File: src/rtl/game_event_controller.sv
// game_event_controller: per-frame dragon segment collision scan and game rule state
//   clk, rst_n                    clock, synchronous active-low reset
//   frame_end, start              frame pulse, start/restart level
//   player_pos, sword_pos,
//   sword_active, sheep_pos       entity tiles (xxxx_yyyy)
//   seg_pos, seg_active           packed dragon segment tiles and visible flags
//   state, game_over              00 IDLE, 01 PLAY, 10 SCAN/RESOLVE, 11 GAME_OVER
//   lives, score, invulnerable    game rule state
//   player_hit, sword_hit,
//   sheep_eaten, hit_seg_idx      event pulses and last struck segment
module game_event_controller #(
  parameter int SEGMENTS    = 7,
  parameter int POS_W       = 8,
  parameter int LIVES_W     = 2,
  parameter int START_LIVES = 3,
  parameter int IFRAMES     = 60,
  parameter int SCORE_W     = 8,
  localparam int IDX_W      = (SEGMENTS > 1) ? $clog2(SEGMENTS) : 1,
  localparam int CNT_W      = $clog2(IFRAMES + 1)
) (
  input  logic                      clk,
  input  logic                      rst_n,
  input  logic                      frame_end,
  input  logic                      start,
  input  logic [POS_W-1:0]          player_pos,
  input  logic [POS_W-1:0]          sword_pos,
  input  logic                      sword_active,
  input  logic [POS_W-1:0]          sheep_pos,
  input  logic [SEGMENTS*POS_W-1:0] seg_pos,
  input  logic [SEGMENTS-1:0]       seg_active,
  output logic [1:0]                state,
  output logic [LIVES_W-1:0]        lives,
  output logic [SCORE_W-1:0]        score,
  output logic                      invulnerable,
  output logic                      player_hit,
  output logic                      sword_hit,
  output logic                      sheep_eaten,
  output logic [IDX_W-1:0]          hit_seg_idx,
  output logic                      game_over
);
  // RESOLVE shares the externally visible code 10 with SCAN; bit 2 tells them apart
  typedef enum logic [2:0] {
    S_IDLE = 3'b000,
    S_PLAY = 3'b001,
    S_SCAN = 3'b010,
    S_OVER = 3'b011,
    S_RES  = 3'b110
  } st_t;
  st_t st;
  logic [POS_W-1:0] player_q, sword_q, sheep_q, cur;
  logic sword_act_q, cur_act, pf, sf, hf;
  logic [SEGMENTS*POS_W-1:0] seg_q;
  logic [SEGMENTS-1:0] seg_act_q;
  logic [IDX_W-1:0] idx, sidx;
  logic [CNT_W-1:0] cnt;
  assign cur          = seg_q[idx*POS_W +: POS_W];
  assign cur_act      = seg_act_q[idx];
  assign state        = st[1:0];
  assign game_over    = st == S_OVER;
  assign invulnerable = cnt != '0;
  always_ff @(posedge clk) begin
    player_hit  <= 1'b0;
    sword_hit   <= 1'b0;
    sheep_eaten <= 1'b0;
    if (!rst_n) begin
      st          <= S_IDLE;
      lives       <= LIVES_W'(START_LIVES);
      score       <= '0;
      cnt         <= '0;
      hit_seg_idx <= '0;
      idx         <= '0;
      sidx        <= '0;
      pf          <= 1'b0;
      sf          <= 1'b0;
      hf          <= 1'b0;
    end else begin
      case (st)
        S_IDLE, S_OVER: if (frame_end && start) begin
          st    <= S_PLAY;
          lives <= LIVES_W'(START_LIVES);
          score <= '0;
          cnt   <= '0;
        end
        S_PLAY: if (frame_end) begin
          player_q    <= player_pos;
          sword_q     <= sword_pos;
          sword_act_q <= sword_active;
          sheep_q     <= sheep_pos;
          seg_q       <= seg_pos;
          seg_act_q   <= seg_active;
          pf          <= 1'b0;
          sf          <= 1'b0;
          hf          <= 1'b0;
          idx         <= '0;
          cnt         <= (cnt == '0) ? '0 : cnt - 1'b1;
          st          <= S_SCAN;
        end
        S_SCAN: begin
          if (cur_act) begin
            if (cur == player_q) pf <= 1'b1;
            if (cur == sheep_q) hf <= 1'b1;
            // only the lowest struck index is kept
            if (sword_act_q && cur == sword_q && !sf) begin
              sf   <= 1'b1;
              sidx <= idx;
            end
          end
          if (idx == IDX_W'(SEGMENTS - 1)) st <= S_RES;
          else idx <= idx + 1'b1;
        end
        S_RES: begin
          st          <= S_PLAY;
          sheep_eaten <= hf;
          if (pf && cnt == '0) begin
            lives      <= lives - 1'b1;
            cnt        <= CNT_W'(IFRAMES);
            player_hit <= 1'b1;
            if (lives == LIVES_W'(1)) st <= S_OVER;
          end
          if (sf) begin
            score       <= (&score) ? score : score + 1'b1;
            sword_hit   <= 1'b1;
            hit_seg_idx <= sidx;
          end
        end
        default: st <= S_IDLE;
      endcase
    end
  end
endmodule

File: config.mk
export PLATFORM = sky130hd
export DESIGN_NAME = game_event_controller
export DESIGN_NICKNAME = d
export VERILOG_FILES = /design/src/rtl/game_event_controller.sv
export SDC_FILE = /design/constraint.sdc
export NUM_CORES = 1
export LEC_CHECK = 0
export CORE_MARGIN = 1.5
export CORE_UTILIZATION = 40
export DETAILED_ROUTE_END_ITERATION = 10
export DONT_BUFFER_PORTS = 1
export PLACE_DENSITY = 0.56
export SETUP_SLACK_MARGIN = 0.5
export SLEW_MARGIN = 25
export SYNTH_ARGS = -nofsm -noshare
export SYNTH_HDL_FRONTEND = slang
export SYNTH_SLANG_ARGS = --single-unit
export TNS_END_PERCENT = 1
File: constraint.sdc
create_clock -name clk -period 7.45 [get_ports clk]
set_input_delay 1.49 -clock clk [delete_from_list [all_inputs] [get_ports clk]]
set_output_delay 1.49 -clock clk [all_outputs]
set_load 0.05 [all_outputs]
Yosys cells after proc, flatten, opt, wreduce, memory -nomap -nowiden
Index checks and enable logic that the tools add are counted.
{"block": "word_totals", "reg_bits": 122, "input_bits": 92, "out_inout_bits": 20, "elab_cells": 105}
{"block": "op_classes", "addsub": 4, "n_lt_le_gt_ge": 1, "eq_ne": 20, "shift": 1, "muxes": 35, "reduce_logical": 25}
{"cell": "$shiftx 56x7->8", "n": 1}
{"cell": "$eq 8x8->1", "n": 3}
{"cell": "$mux 6", "n": 4}
{"cell": "$mux 8", "n": 3}
{"cell": "$ne 2x2->1 const B", "n": 11}
{"cell": "$reduce_and 4->1", "n": 5}
{"cell": "$pmux 6 s3", "n": 1}
{"cell": "$pmux 8 s2", "n": 1}
{"cell": "$mux 3", "n": 5}
{"cell": "$reduce_and 3->1", "n": 5}
{"cell": "$pmux 3 s4", "n": 1}
{"cell": "$mux 1", "n": 10}
{"cell": "$add 8x1->8 const B", "n": 1}
{"cell": "$mux 2", "n": 4}
{"cell": "$reduce_and 8->1", "n": 1}
{"cell": "$eq 3x2->1 const B", "n": 2}
{"cell": "$eq 3x3->1 const B", "n": 2}
{"cell": "$logic_not 6->1", "n": 1}
{"cell": "$pmux 1 s2", "n": 3}
{"cell": "$pmux 3 s2", "n": 1}
{"cell": "$reduce_bool 6->1", "n": 1}
{"cell": "$sub 6x1->6 const B", "n": 1}
{"cell": "$logic_and 1x1->1", "n": 4}
{"cell": "$lt 3x4->1 const B", "n": 1}
{"cell": "12 further kinds", "n": 14}

Depth between registers and ports, before layout
{"block": "logic_depth", "depth_word": 7, "depth_mapped": 11}

Worst setup path before layout
No wires, ideal clock.
{"block": "synth_timing", "path_type": "input -> register", "startpoint": "input port rst_n", "endpoint": "register player_q[0] (enable)", "arrival_time_ns": 5.474, "required_time_ns": 6.915, "slack_ns": 1.441, "stages": 3, "path_buffers": 1, "cell_sequence": "inv_1 -> clkbuf_1 -> nor2_1"}
{"block": "synth_between", "elab_chain_len": 1}
{"element": "from (decl)", "line_no": "22", "text": "input logic rst_n,"}
{"element": "$reduce_and 3->1 (no line)"}
{"element": "to (signal assigned)", "line_no": "85", "text": "player_q <= player_pos;"}
{"element": "to (decl)", "line_no": "50", "text": "logic [POS_W-1:0] player_q, sword_q, sheep_q, cur;"}
Every way passes these cells.
A chain may end at the register's enable or synchronous reset.

Worst setup path in the final report
{"block": "layout_timing", "startpoint": "register st[0]", "endpoint": "output port game_over"}
{"block": "layout_between", "elab_chain_len": 1}
{"element": "from (decl)", "line_no": "49", "text": "st_t st;"}
{"element": "from (signal assigned)", "line_no": "66", "text": "st <= S_IDLE;"}
{"element": "from (signal assigned)", "line_no": "79", "text": "st <= S_PLAY;"}
{"element": "from (signal assigned)", "line_no": "96", "text": "st <= S_SCAN;"}
{"element": "$eq 3x2->1", "line_no": "59", "text": "assign game_over = st == S_OVER;"}
{"element": "to (decl)", "line_no": "39", "text": "output logic game_over"}
Every way passes these cells.

==> results.json <==
{
  "synth-seq-area-share_pct": 64.9,
  "finalWeightedCongestion": 0.781,
  "mappedNetlistNets": 488,
  "detailroute.via_count": 2987,
  "n_fill_cell": 1112,
  "power_density_nw_per_um2": 289,
  "cts.repair_timing.setup_buffer_count": 0,
  "synth-edff-count": 88,
  "grt_pass1_wl_mm": 15.1,
  "first_global_vias": 2976,
  "final-hold-violation-count": 0,
  "synth.cell_area_um2": 5120,
  "synth_warnings": 0,
  "clock_path_buffers": 2,
  "cts_inserted_buffers": 17,
  "tritoncts": "done",
  "final-setup-viol-count": 0,
  "detail-route-antenna-nets": 0,
  "route.detailed.drc": 0,
  "viasPerCell": 5.12,
  "synth_ff_type": "sky130_fd_sc_hd__edfxtp_1",
  "ir_worst_vdd_mv": 0.163,
  "post_dp_cell_area_um2": 5280,
  "cts-hold-fix-buffers": 0,
  "setup.worst_path.start_class": "flop",
  "synthCells": 390,
  "fin_worst_skew_ns": 0.0119,
  "cts-resized-gates": 0,
  "final_layout_size_suffix_gt1_share_pct": 12.4,
  "groute.usage.overall_pct": 15.8,
  "finish.net_count": 495,
  "layout_min_cycle_time_ns": 3.50,
  "core_outline_area_um2": 12600,
  "cts_htree_levels": 4,
  "unrepaired_setup_endpoints_after_global_routing": "no",
  "crit_fanout": 5,
  "number_of_antenna_violations_at_the_first_check_in_global_routing": 3,
  "timing.final.crit_share_pct": 47.0,
  "status": "complete, no violations",
  "initial_drt_pass_iterations": 5,
  "worstPathRequired_ns": 5.96,
  "drv_cap": 0,
  "dr.first_iter.drc_count": 166,
  "seqCellArea_um2": 3320,
  "timing.setup.critical_path_class": "reg -> out",
  "wl_per_cell_um": 17.2,
  "place.detailed.hpwl_mm": 7.01,
  "synth.distinct_cells": 47,
  "worstSkewPairLatency_ns": 0.42,
  "multi_input_area_um2": 1680,
  "ys_async_sr_fraction_pct": 0,
  "maximum_number_of_pins_on_one_net_before_global_route_repair": 89,
  "setup-tns-final_ns": 0,
  "cp.arrival_ns": 2.01,
  "fmaxAchievable_mhz": 286,
  "floorplan.die_area_um2": 13500,
  "worst_slew_margin_rel_pct": 37.0,
  "area.growth.synth_to_final_pct": 15.7,
  "clock_sink_count": 122,
  "rows": 41,
  "die_h_um": 116,
  "reg2reg_setup_slack_ns": 4.79,
  "finalHoldWorstSlack_ns": 0.467,
  "end_kind": "primary output",
  "worst-slew-pin-transition_ns": 0.945,
  "final_max_slew_viol_count": 0,
  "stdcell_area_um2": 5920,
  "min-delay-path-class": "reg -> reg",
  "static-leakage-power_nw": 1.94,
  "postSynthAreaPerCell_um2": 13.1,
  "io_pins": 112,
  "grt_remaining_overflow": 0,
  "cts-root-buf": "sky130_fd_sc_hd__clkbuf_16",
  "path_clk_slew_ns": 0.06,
  "initial_utilization_pct": 40.7,
  "routed_wl_mm": 10.1,
  "port_buffers": 0,
  "die-width_um": 116,
  "ys_ff_latch": 122,
  "final_core_util_pct": 47.1
}
[cells by family after synthesis]
kind of cell	share of synthesized area [%]
flops	64.9
buf+inv	2.49
mux	6.92
simple gates	12.5
compound gates	6.92
fa+ha+maj	1.47
xor+xnor	4.79
[placed cells by master, fill, tap and decap left out, drive strengths merged, types with 2 or more instances in the layout]
cell      instances
ha                6
a22oi             8
clkbuf           17
xnor2            23
xor2              5
nand4             4
nor4              6
o21ai            11
a21oi            14
nand3             7
edfxtp           88
nor3b             2
clkinv            4
dfxtp            34
or2               3
o211ai            9
clkinvlp          2
a221oi            2
a311oi            2
nand3b           11
nor3             11
nor2b             2
and3              2
a31oi             4
buf               2
o21bai            2
inv              16
nor2             28
and2              3
nand2            30
bufinv            4
or3               3
nand2b            4
mux2i            32
[area by class of cell]
cell class	instances	area share (%)
inverters	11	0.697
flip-flops and latches	122	56.1
diodes	1	0.0423
well taps	172	3.63
repair buffers	2	0.317
multi-input cells	243	28.4
clock inverters	15	3.61
clock buffers	17	7.18
[path summary, 6_finish.rpt]
kind           start        end  depth (start not counted)
max            st[0]  game_over                          2
min          sidx[1]    sidx[1]                          2
max reg2reg   idx[1]         pf                          8
min reg2reg  sidx[1]    sidx[1]                          2
[routing by layer]
metal / vias to the layer above / wire [µm] / GRT usage, %
li1: 1460 / - / -
met1: 1408 / 4190 / 17.1
met2: 95 / 4820 / 25.8
met3: 22 / 781 / 7.47
met4: 2 / 253 / 8.70
met5: - / 13 / 0
[state kept, by name, indices dropped and copies added, names as in the netlist, 6 cells and up]
| signal | cells |
|---|---|
| score | 8 |
| seg_act_q | 7 |
| seg_q | 56 |
| player_q | 8 |
| sword_q | 8 |
| cnt | 6 |
| sheep_q | 8 |
[synthesized netlist by cell type (4+ instances only)]
| cell | count | area, µm² |
|---|---|---|
| sky130_fd_sc_hd__edfxtp_1 | 88 | 2640 |
| sky130_fd_sc_hd__dfxtp_1 | 34 | 681 |
| sky130_fd_sc_hd__mux2i_1 | 32 | 320 |
| sky130_fd_sc_hd__nor2_1 | 27 | 101 |
| sky130_fd_sc_hd__nand2_1 | 26 | 97.6 |
| sky130_fd_sc_hd__xnor2_1 | 23 | 201 |
| sky130_fd_sc_hd__a21oi_1 | 14 | 70.1 |
| sky130_fd_sc_hd__inv_1 | 11 | 41.3 |
| sky130_fd_sc_hd__nand3b_1 | 11 | 82.6 |
| sky130_fd_sc_hd__nor3_1 | 11 | 55.1 |
| sky130_fd_sc_hd__o211ai_1 | 9 | 67.6 |
| sky130_fd_sc_hd__o21ai_0 | 9 | 45.0 |
| sky130_fd_sc_hd__a22oi_1 | 8 | 60.1 |
| sky130_fd_sc_hd__nand3_1 | 7 | 35.0 |
| sky130_fd_sc_hd__buf_2 | 6 | 30.0 |
| sky130_fd_sc_hd__ha_1 | 6 | 75.1 |
| sky130_fd_sc_hd__xor2_1 | 5 | 43.8 |
| sky130_fd_sc_hd__a31oi_1 | 4 | 25.0 |
| sky130_fd_sc_hd__nand2_2 | 4 | 25.0 |
| sky130_fd_sc_hd__nand2b_1 | 4 | 25.0 |
| sky130_fd_sc_hd__nand4_1 | 4 | 25.0 |
| sky130_fd_sc_hd__nor4_1 | 4 | 25.0 |
[stage by stage]
step	std cells	power (mW)	worst slack [ns]
global route	582	1.77	3.85
floorplan	390	0.835	1.44
global placement	550	0.847	4.32
CTS	582	1.73	3.92
detailed placement	550	0.848	4.25
finish	583	1.71	3.95
[worst max-delay path: stages (launching register included)]
cell and delay (ns):
sky130_fd_sc_hd__dfxtp_1 0.70, sky130_fd_sc_hd__inv_1 0.19, sky130_fd_sc_hd__nor3_2 0.71
[where the power goes]
group          switching (mW)  internal, mW  leakage, nW
Sequential             0.0182         0.741         1.07
Combinational          0.0431        0.0307        0.568
Clock                   0.309         0.566        0.305
Total                   0.371          1.34         1.94
Power figures use the tool's default switching activity.
==> RTL change, RTL diff (config.mk and constraints unchanged) <==
Set the parameter `IFRAMES` to 120 (it was 60).
--- a/src/rtl/game_event_controller.sv
+++ b/src/rtl/game_event_controller.sv
@@ -13,7 +13,7 @@
   parameter int POS_W       = 8,
   parameter int LIVES_W     = 2,
   parameter int START_LIVES = 3,
-  parameter int IFRAMES     = 60,
+  parameter int IFRAMES     = 120,
   parameter int SCORE_W     = 8,
   localparam int IDX_W      = (SEGMENTS > 1) ? $clog2(SEGMENTS) : 1,
   localparam int CNT_W      = $clog2(IFRAMES + 1)
Behaviour: no difference found for any inputs over 10 cycles, from zero or initial values and one cycle with rst_n low; that may be too few to reach the edited logic, so the function may still have changed.
==> RTL change against the unedited design <==
  * Sequential cell count is 1 higher
  * Core utilization is 0.98 points lower
  * Area after synthesis is 1.6% higher
  * Fmax is 2.6% lower
  * Design area is 1.3% lower
  * Register-to-register slack better by 0.09 ns
  * Global-route usage hardly changed
  * Wire length is 1.9% higher
  * Synthesized cell count is 1.0% higher
  * Setup slack worse by 0.092 ns
  * Final cell count stayed put
  * Sequential share of layout area is 1.1 points higher
  * Total power is 6.9% lower
  * Largest cell class unchanged
==> RTL change: results (changes against the unedited design) <==
internal reg-to-reg setup slack=4.88 ns (was 4.79 ns); Max rail drop VDD=0.164 mV (was 0.163 mV); number of combinational gates with multiple inputs=244 (was 243); count of fill cells added during filler insertion=1175 (was 1112); share of the synthesized area in compound gates (AO/OA/AOI/OAI)=0.0751 (was 0.0692); cells on worst reg2reg path=7 (was 8); register fraction of the total cell area=0.572 (was 0.561); Max-slew headroom=0.404 (was 0.370); GR Layer Usage met2=0.250 (was 0.258); Avg Vias per Cell=5.13 (was 5.12); share of cell area taken by muxes after synthesis=0.0657 (was 0.0692); clock buffers=19 (was 17); final weighted congestion in routability-driven placement=0.776 (was 0.781); met2 wire length=5030 um (was 4820 um); endpoint of the most critical register-to-register path=sidx[2] (was pf); Initial DRC Count=172 (was 166); NumNets Final=496 (was 495); placed instance count=551 (was 550); main area contributors after synthesis=sky130_fd_sc_hd__edfxtp_1, sky130_fd_sc_hd__dfxtp_1, sky130_fd_sc_hd__mux2i_1 (unchanged); fraction of cell area in non-clock buffers=0.00321 (was 0.00317); Fin Clk Skew=0.00696 ns (was 0.0119 ns); via count of the first global-routing pass=2842 (was 2976); Inverters, non-clock=10 (was 11); met3 wire len=647 um (was 781 um); fraction of layout cells with a size suffix above 1=0.114 (was 0.124); met1 routing resource usage after global routing=0.191 (was 0.171); Overall Global Routing Usage=0.158 (about the same); run status=finished, final reports clean (unchanged); share of the synthesized netlist area taken by xor and xnor gates=0.0488 (was 0.0479); share of the final layout cell area in multi-input gates=0.294 (was 0.284); proportion of synthesized chip area in sequential cells=0.643 (was 0.649); slowest cell on the critical path=sky130_fd_sc_hd__dfxtp_1 (was sky130_fd_sc_hd__nor3_2); first-pass GRT wire length=15300 um (was 15100 um); mean cell area of the mapped netlist=13.2 sq um (was 13.1 sq um); total iterations of the first detailed-routing run=4 (was 5); M1 WL=4410 um (was 4190 um)
## RTL change: cell count changes after synthesis, sizes merged, moves of 3 or more
cell / before / now
nor2b: 2 / 9
nor2: 28 / 33
buf: 11 / 14
a21oi: 14 / 9
a211oi: 0 / 3
nor3: 11 / 6
nand3: 7 / 4
## RTL change: where the power goes
group          switching, mW  internal (mW)
registers             0.0301          0.755
logic                 0.0615         0.0435
clock network          0.283          0.418
total                  0.374           1.22
## RTL change: metrics by stage
stage / worst slack [ns] / area, sq um / hold WS (ns) / power [mW]
6_report: 3.86 / 5850 / 0.459 / 1.59
5_1_grt: 3.78 / 5850 / 0.475 / 1.65
4_1_cts: 3.85 / 5840 / 0.463 / 1.61
3_5_place_dp: 4.05 / 5330 / 0.455 / 0.904
3_3_place_gp: 4.09 / 5330 / 0.448 / 0.902
2_1_floorplan: 1.35 / 5200 / 0.429 / 0.889
